===== src/rtl/vga_demo_pkg.sv =====
// Shared VGA demo constants and types: active area, sprite palette, motion direction.
package vga_demo_pkg;

  localparam int H_ACTIVE = 640;
  localparam int V_ACTIVE = 480;

  typedef logic [5:0] rgb6_t;

  typedef enum logic {FWD = 1'b0, REV = 1'b1} dir_t;

  localparam rgb6_t PALETTE [8] = '{6'h30, 6'h0C, 6'h03, 6'h3C, 6'h0F, 6'h33, 6'h3F, 6'h15};

  function automatic rgb6_t checker_rgb(input logic h_bit, input logic v_bit);
    return (h_bit ^ v_bit) ? 6'b000001 : 6'b000000;
  endfunction

endpackage


===== src/rtl/bounce_axis.sv =====
// One motion axis of the sprite: moves by step per strobe between 0 and LIMIT.
module bounce_axis
  import vga_demo_pkg::*;
#(
  parameter int LIMIT = 608,
  parameter int INIT  = 64
) (
  input  logic       clk,
  input  logic       reset,
  input  logic       strobe,
  input  logic [2:0] step,
  output logic [9:0] pos,
  output logic       bounce
);

  localparam logic [10:0] LIM = 11'(LIMIT);

  dir_t        dir_q;
  logic [10:0] pos_q;
  logic        bounce_q;
  logic [10:0] step_w;

  assign step_w = {8'd0, step};

  // FWD/REV state machine; 11-bit math keeps pos+step from wrapping near the limit
  always_ff @(posedge clk) begin
    if (reset) begin
      pos_q    <= 11'(INIT);
      dir_q    <= FWD;
      bounce_q <= 1'b0;
    end else begin
      bounce_q <= 1'b0;
      if (strobe) begin
        case (dir_q)
          FWD: begin
            if (pos_q + step_w >= LIM) begin
              pos_q    <= LIM;
              dir_q    <= REV;
              bounce_q <= 1'b1;
            end else begin
              pos_q <= pos_q + step_w;
            end
          end
          REV: begin
            if (pos_q <= step_w) begin
              pos_q    <= 11'd0;
              dir_q    <= FWD;
              bounce_q <= 1'b1;
            end else begin
              pos_q <= pos_q - step_w;
            end
          end
          default: begin
            dir_q <= FWD;
          end
        endcase
      end
    end
  end

  assign pos    = pos_q[9:0];
  assign bounce = bounce_q;

endmodule


===== src/rtl/bounce_sprite_renderer.sv =====
// Pixel-colour stage: bouncing sprite over a checkerboard, registered RGB with
// syncs delayed to stay aligned with the colour.
module bounce_sprite_renderer
  import vga_demo_pkg::*;
#(
  parameter int H_ACT  = H_ACTIVE,
  parameter int V_ACT  = V_ACTIVE,
  parameter int BOX_W  = 32,
  parameter int BOX_H  = 32,
  parameter int X_INIT = 64,
  parameter int Y_INIT = 32
) (
  input  logic       clk,
  input  logic       reset,
  input  logic [9:0] hpos,
  input  logic [9:0] vpos,
  input  logic       display_on,
  input  logic       hsync_in,
  input  logic       vsync_in,
  input  logic [1:0] speed_sel,
  input  logic       pause,
  output logic [5:0] rgb_out,
  output logic       hsync_out,
  output logic       vsync_out,
  output logic [7:0] bounce_count
);

  logic       strobe;
  logic [2:0] step;
  logic [9:0] box_x, box_y;
  logic       bounce_x, bounce_y;
  logic [1:0] bounce_inc;
  logic       in_box;
  rgb6_t      rgb_d;

  rgb6_t      rgb_q;
  logic       hsync_q, vsync_q;
  logic [2:0] color_idx_q;
  logic [7:0] bounce_count_q;

  // First pixel of the first blanking line: motion updates land outside the visible frame
  assign strobe = (hpos == 10'd0) && (vpos == 10'(V_ACT)) && !pause;
  assign step   = {1'b0, speed_sel} + 3'd1;

  bounce_axis #(.LIMIT(H_ACT - BOX_W), .INIT(X_INIT)) u_axis_x (
    .clk    (clk),
    .reset  (reset),
    .strobe (strobe),
    .step   (step),
    .pos    (box_x),
    .bounce (bounce_x)
  );

  bounce_axis #(.LIMIT(V_ACT - BOX_H), .INIT(Y_INIT)) u_axis_y (
    .clk    (clk),
    .reset  (reset),
    .strobe (strobe),
    .step   (step),
    .pos    (box_y),
    .bounce (bounce_y)
  );

  assign bounce_inc = {1'b0, bounce_x} + {1'b0, bounce_y};

  assign in_box = ({1'b0, hpos} >= {1'b0, box_x}) &&
                  ({1'b0, hpos} <  {1'b0, box_x} + 11'(BOX_W)) &&
                  ({1'b0, vpos} >= {1'b0, box_y}) &&
                  ({1'b0, vpos} <  {1'b0, box_y} + 11'(BOX_H));

  // Pixel colour selection
  always_comb begin
    rgb_d = 6'b000000;
    if (!display_on) begin
      rgb_d = 6'b000000;
    end else if (in_box) begin
      rgb_d = PALETTE[color_idx_q];
    end else begin
      rgb_d = checker_rgb(hpos[5], vpos[5]);
    end
  end

  // Output pipeline plus colour/bounce bookkeeping
  always_ff @(posedge clk) begin
    if (reset) begin
      rgb_q          <= 6'b000000;
      hsync_q        <= 1'b0;
      vsync_q        <= 1'b0;
      color_idx_q    <= 3'd0;
      bounce_count_q <= 8'd0;
    end else begin
      rgb_q          <= rgb_d;
      hsync_q        <= hsync_in;
      vsync_q        <= vsync_in;
      color_idx_q    <= color_idx_q + {1'b0, bounce_inc};
      bounce_count_q <= bounce_count_q + {6'd0, bounce_inc};
    end
  end

  assign rgb_out      = rgb_q;
  assign hsync_out    = hsync_q;
  assign vsync_out    = vsync_q;
  assign bounce_count = bounce_count_q;

endmodule

===== config.mk =====
export PLATFORM = sky130hd
export DESIGN_NAME = bounce_sprite_renderer
export DESIGN_NICKNAME = d
export VERILOG_FILES = /design/src/rtl/vga_demo_pkg.sv /design/src/rtl/bounce_axis.sv /design/src/rtl/bounce_sprite_renderer.sv
export SDC_FILE = /design/constraint.sdc
export NUM_CORES = 1
export LEC_CHECK = 0
export CORE_ASPECT_RATIO = 0.75
export CORE_MARGIN = 2
export CORE_UTILIZATION = 60
export CTS_BUF_LIST = sky130_fd_sc_hd__clkbuf_4
export CTS_CLUSTER_DIAMETER = 150
export CTS_CLUSTER_SIZE = 25
export DETAILED_ROUTE_END_ITERATION = 8
export GPL_ROUTABILITY_DRIVEN = 0
export GPL_TIMING_DRIVEN = 0
export PLACE_DENSITY_LB_ADDON = 0.25
export SYNTH_ARGS = -nofsm -noshare
export SYNTH_HDL_FRONTEND = slang
export SYNTH_SLANG_ARGS = --single-unit

===== constraint.sdc =====
create_clock -name clk -period 3.5 [get_ports clk]
set_input_delay 0.35 -clock clk [delete_from_list [all_inputs] [get_ports clk]]
set_output_delay 0.35 -clock clk [all_outputs]
set_load 0.01 [all_outputs]

Yosys cells after proc, flatten, opt, wreduce, memory -nomap -nowiden
Memory sizes are Yosys's and may differ from the RTL's. Cells that the tools add are included.

Register bits: 45. Memory bits (read-only): 48. Input bits: 28. Word-level logic and storage cells: 67. Memories: 1.

Add/subtract/negate cells: 10. Order comparisons: 9. Eq/ne operators: 1. Muxes and demuxes: 20. Bitwise logic cells: 6. Reductions and logical operators: 9.

Memories: (no name shown) (words 8, bits a word 6, read ports 1, clocked after memory_dff 0, write ports 0, line bounce_sprite_renderer.sv:76) `rgb_d = PALETTE[color_idx_q];`.

Operator list (count): $mux 11 (4); $pmux 11 s2 (2); $add 10x6->11 const B (2); $add 11x3->11 (2); $le 11x3->1 (2); $lt 10x11->1 (2); $sub 11x3->11 (2); $ge 10x10->1 (2); $mux 6 (3); $ge 11x10->1 const B (1); $ge 11x9->1 const B (1); $eq 10x9->1 const B (1); $logic_not 10->1 (1); $add 8x2->8 (1); $pmux 1 s2 (4); $mux 1 (7); $logic_and 1x1->1 (5); $ge 4x4->1 const B (1); $not 1->1 (4); $not 3->4 (1); $reduce_or 2->1 (2); $add 2x1->3 const B (1); $add 3x2->3 (1); $add 1x1->2 (1); 2 further kinds (2).

Longest topological paths before layout
Depth in word-level cells: 6. Gate-level depth with buffers: 11. Mapped depth without buffers: 10.

Hierarchy
Synthesis repeated with hierarchy kept, for this count alone.

Cells, all modules: 546. Area total of the unflattened synthesis: 4494.3 sq um.

By module, submodules not included: bounce_sprite_renderer (times used 1, cells each 207, area each 1819.2 sq um, seq. area each 380.4 sq um); bounce_axis (u_axis_x) (times used 1, cells each 163, area each 1347.5 sq um, seq. area each 260.2 sq um); bounce_axis (u_axis_y) (times used 1, cells each 176, area each 1327.5 sq um, seq. area each 260.2 sq um).

Worst setup path before layout
Ideal clock, no wire load.

Path type: input-to-reg. From: in speed_sel[0]. To: reg u_axis_x.pos_q[2]. Arrival time: 2.690 ns. Data required time: 3.405 ns. Setup slack: 0.715 ns. Stages on the path: 9. Path through: ha_1 -> inv_1 -> fa_1 -> o21bai_1 -> nor4b_4 -> mux2i_1 -> or2_0 -> clkbuf_1 -> a221oi_1.

Longest elaborated chain between the ends: 5.

Ends and longest elaborated chain: start, declared (line bounce_sprite_renderer.sv:20) `input logic [1:0] speed_sel,`; $add 2x1->3 * (line bounce_sprite_renderer.sv:43) `assign step = {1'b0, speed_sel} + 3'd1;`; $add 11x3->11 (line bounce_axis.sv:36, bounce_axis.sv:41); $ge 11x10->1 (line bounce_axis.sv:36) `if (pos_q + step_w >= LIM) begin`; $mux 11 (line bounce_axis.sv:36); $pmux 11 s2 * (line bounce_axis.sv:34) `case (dir_q)`; end signal, assigned (line bounce_axis.sv:28) `pos_q <= 11'(INIT);`; end signal, assigned (line bounce_axis.sv:41) `pos_q <= pos_q + step_w;`; end signal, assigned (line bounce_axis.sv:50) `pos_q <= pos_q - step_w;`; end, declared (line bounce_axis.sv:19) `logic [10:0] pos_q;`.

Every way passes the cells marked *; elsewhere a longest branch is shown, timed or not. A chain may end at the register's enable or synchronous reset.

Worst setup path in the final report
From: in speed_sel[0]. To: reg u_axis_x.bounce_q, in the netlist u_axis_x.bounce.

Longest elaborated chain between the ends: 5.

Ends and longest elaborated chain: $add 2x1->3 * (line bounce_sprite_renderer.sv:43); $add 11x3->11 (line bounce_axis.sv:36); $ge 11x10->1 (line bounce_axis.sv:36); $mux 1 (line bounce_axis.sv:36); $pmux 1 s2 * (line bounce_axis.sv:34); end signal, assigned (line bounce_axis.sv:30) `bounce_q <= 1'b0;`; end signal, assigned (line bounce_axis.sv:32) `bounce_q <= 1'b0;`; end signal, assigned (line bounce_axis.sv:39) `bounce_q <= 1'b1;`; end, declared (line bounce_axis.sv:20) `logic bounce_q;`.

Marks and branches as above.

==> impl.org <==
** Synthesis
- The share of the Yosys chip area taken by registers is 0.213.
- Synthesis instantiated a little under 70 different standard cells from the library.
- Register bit total from synthesis :: 45
- The synthesized design contains 0 enable-type register cells.
- Synthesis produced a netlist with a net count of 624.
- The commonest cells after synthesis are 54 x ha_1, 45 x dfxtp_1, 45 x nor2_1.
- Average footprint of a synthesized cell :: 7.91 sq um
- Cell type contributing the most total cell area after synthesis :: dfxtp_1
- Async set-or-reset flop fraction in the synthesized netlist :: 0
- Yosys printed 0 warnings.
- Area fraction of the dominant cell type after synthesis :: 0.213
- Number of instances in the synthesized netlist :: 536
- After synthesis the cells add up to 4240 sq um.
- Leading register cell type out of synthesis :: dfxtp_1
- Dominant cell by count in the synthesized netlist :: ha_1
- In the post-synthesis netlist, the biggest area contributors are dfxtp_1 21%, ha_1 16%, nor2_1 4.0%, inv_1 3.9%, o21ai_0 3.9%.

** Detailed routing
- Post-route DRC :: 0
- Antenna violation net count after detailed routing :: 0
- Routed wire length :: 12.1 mm
- Dividing the detail-routed via count by the number of cells gives 6.70.
- DR pass1 iterations :: 6
- Dividing the detail-routed wire length by the instance count gives 18.0 um.
- For this block, the initial DRC count from the detailed router was ~680.
- The final route contains around 4,500 vias.

** Place
- Prior to clock tree synthesis, the placed netlist has a worst setup slack of -411 ps.
- The number of placed instances, taps included, is between 600 and 700.
- The wire-length estimate of the detail-placed layout is 9.16 mm.
- The count of buffers added on input and output ports is 43.
- After detailed placement, the total cell area comes to between 4000 and 5000 sq um.

** Final layout
- Final Instance Area :: 4850 sq um
- Area growth syn-to-layout :: 14.5%
- The layout has 550 filler cells.
- For this run, the share of the core covered by cells in the final layout is 0.710.
- Fraction of layout cells with a size suffix above 1 :: 0.0666
- The finished layout holds 670 standard cells, fillers aside.
- Final net count :: around 670
- 0 antenna diodes ended up in the layout.

** STA
- On the final layout, the worst clock skew is approximately 30 ps.
- Number of pins with negative max-slew slack in the final report :: 0
- Fin. Hold Viols :: 0
- Setup violations remaining at the end of the flow were counted as 0.
- Of the available clock period, the critical path in the final layout requires 0.967.
- At the pin with the least slew margin, the transition time is roughly 660 ps.
- Timing would allow up to 0.296 GHz.
- Setup slack on the critical path of the routed design comes to around 120 ps.
- The routed design could run at a clock period as short as 3380 ps.
- Headroom to the max-slew limit came out at 0.557.
- Setup repair after global routing missed its margin :: false

** Pwr
- Share of power burned in registers :: 0.510
- Cell internal power was estimated by the tool at approximately 0.74 mW.
- Summed over all cells, the static leakage comes to about 1.8 nW.
- The analysis attributes to net switching a power of about 0.27 mW.
- The share of total power dissipated in combinational logic is 0.160.
- IR drop worst, VDD :: roughly 120 uV
- Clock network power share :: 0.330
- Power comes to slightly above 1 mW.
- Of the total power, the share spent switching nets is 0.271.
- For this design the ratio of total power to cell area is 208 nW/um^2.

** Floorplan
- Measured along the x axis, the die boundary spans a little over 100 um.
- IO Count :: 44
- The die is 76.8 um tall.
- For this configuration, the core starts out at a cell density of 0.620.
- Die footprint :: between 7000 and 8000 sq um
- Num rows :: 26
- The floorplan step defined a core boundary enclosing ~6800 sq um.

** Critical path
- For this run, the slowest stage of the critical path takes 540 ps.
- For the worst setup path, the data required time is between 3000 and 4000 ps.
- Worst-path cell with the longest stage delay :: a41oi_1
- Worst setup path class :: primary input to register
- Launching element type of the critical path :: primary input
- Number of cell instances on the worst register-to-register path :: 10
- Data on the critical path arrives at its endpoint at 3700 ps.
- Reg-to-reg setup timing slack :: 400 ps
- The critical path goes through clkdlybuf4s50_1 -> ha_1 -> inv_1 -> fa_1 -> o21bai_2 -> a31o_2 -> o221ai_1 -> a41oi_1 -> or2_0 -> clkbuf_1 -> and3_1.
- STA classifies the critical path endpoint as a register.
- Largest fanout of any net on the critical path :: 8
- R2r endpoint :: u_axis_x.bounce
- Source of the worst register-to-register timing path :: u_axis_x.pos_q[0]

** Global routing
- Total routing resource utilization after global routing :: 0.314
- Global routing finished with a remaining overflow of 0.
- Initial antenna violation count :: 0
- Vias in the first global route :: about 4,000
- Entering global routing, the biggest net connects 14 pins.
- Wire length of the first global-routing pass :: between 15 and 20 mm

** Outcome
- Run status :: finished clean

** Clock tree
- Post-cts hold buffer count :: 0
- The tree is rooted in a clkbuf_4.
- Clock latency on the worst-skew pair, taken at its later pin, is 390 ps.
- Clock tree from TritonCTS :: yes
- H-tree depth reported by CTS :: 2
- In this run the deepest clock path goes through 2 buffers.
- Clock tree synthesis found a total of 45 sinks.
- Total clock buffers created by CTS :: 5
- Clk pin slew, worst setup/hold paths :: about 130 ps

** Hold path
- The worst hold path was traced through 2 stages.
- Worst-case hold path end point :: bounce_count[7]
- Startpoint of the lowest-slack hold path :: bounce_count[7]
- The worst hold path belongs to the class register to register.

** Flow run
- Max-cap violations in this run came to 0.
power by group through the flow:
stage	Sequential, mW	Clock [mW]	Combinational (mW)
floorplan	0.528	0	0.0874
global placement	0.526	0	0.151
detailed placement	0.526	0	0.156
CTS	0.515	0.329	0.158
global route	0.516	0.350	0.177
finish	0.515	0.333	0.162
critical path: cells and delay by family:
family                   cells  cell delay, ps
AO/OA/AOI/OAI                4            1240
adder cells (fa/ha/maj)      2             940
AND/OR/NAND/NOR              2             350
buffers and inverters        3             820
cell families after synthesis:
| kind of cell | count (synthesis) | share of synthesized area |
|---|---|---|
| compound gates | 148 | 0.237 |
| xor+xnor | 24 | 0.0496 |
| fa+ha+maj | 60 | 0.188 |
| buf+inv | 73 | 0.0723 |
| flops | 45 | 0.213 |
| mux | 3 | 0.00738 |
| simple gates | 183 | 0.234 |
through the flow:
stage                     hold slack [ps]  setup TNS (ps)
after floorplan                       465               0
after global placement                467           -2810
after detailed placement              482           -3690
after CTS                             500               0
after global routing                  523               0
final                                 493               0
flip-flops by register name (all words and copies together) (netlist names):
name	cells
hsync_out	1
u_axis_y.bounce	1
u_axis_x.bounce	1
color_idx_q	3
u_axis_y.pos_q	11
bounce_count	8
rgb_out	6
vsync_out	1
u_axis_y.dir_q	1
u_axis_x.pos_q	11
u_axis_x.dir_q	1
worst max path at each step:
stage	depth (start not counted)	start	end	slack [ps]
floorplan	9	speed_sel[0]	u_axis_x.pos_q[2]	720
global placement	10	speed_sel[0]	u_axis_x.pos_q[2]	-330
detailed placement	10	speed_sel[0]	u_axis_x.pos_q[9]	-410
CTS	10	speed_sel[0]	u_axis_x.pos_q[9]	160
global route	10	speed_sel[0]	u_axis_x.pos_q[9]	40
finish	11	speed_sel[0]	u_axis_x.bounce	120
layer usage:
layer / track usage / up-vias / part of all wire
met5: 0 / - / 0
met4: 0.0986 / 0 / 0.029
met3: 0.0693 / 54 / 0.13
met2: 0.472 / 356 / 0.41
met1: 0.445 / 2032 / 0.43
li1: - / 2049 / -
final cells by class:
| type | instances | area (sq um) | share of cell area |
|---|---|---|---|
| multi-input cells | 418 | 3040 | 0.626 |
| flip-flops and latches | 45 | 901 | 0.186 |
| repair buffers | 43 | 430 | 0.0887 |
| inverters | 45 | 169 | 0.0348 |
| plain buffers | 28 | 138 | 0.0284 |
| well taps | 84 | 105 | 0.0217 |
| clock buffers | 5 | 37.5 | 0.00773 |
| clock inverters | 2 | 35.0 | 0.00722 |
what timing repair did:
action | in CTS | in global routing
resized for setup | 1 | 1
buffers inserted | 0 | 0
setup endpoints to repair | 1 | 6
cell usage in the layout (no fill, tap or decap), types with 12 or more instances in the layout:
master,instances
a21oi_1,32
nor3_1,15
clkdlybuf4s50_1,43
nand3_1,13
xnor2_1,18
buf_2,14
ha_1,54
nand2_1,28
nor2_1,45
a211oi_1,12
inv_1,44
o21ai_0,33
nor2b_1,17
nand4_1,13
dfxtp_1,45
No activity file was read; power rests on OpenSTA's default activity.
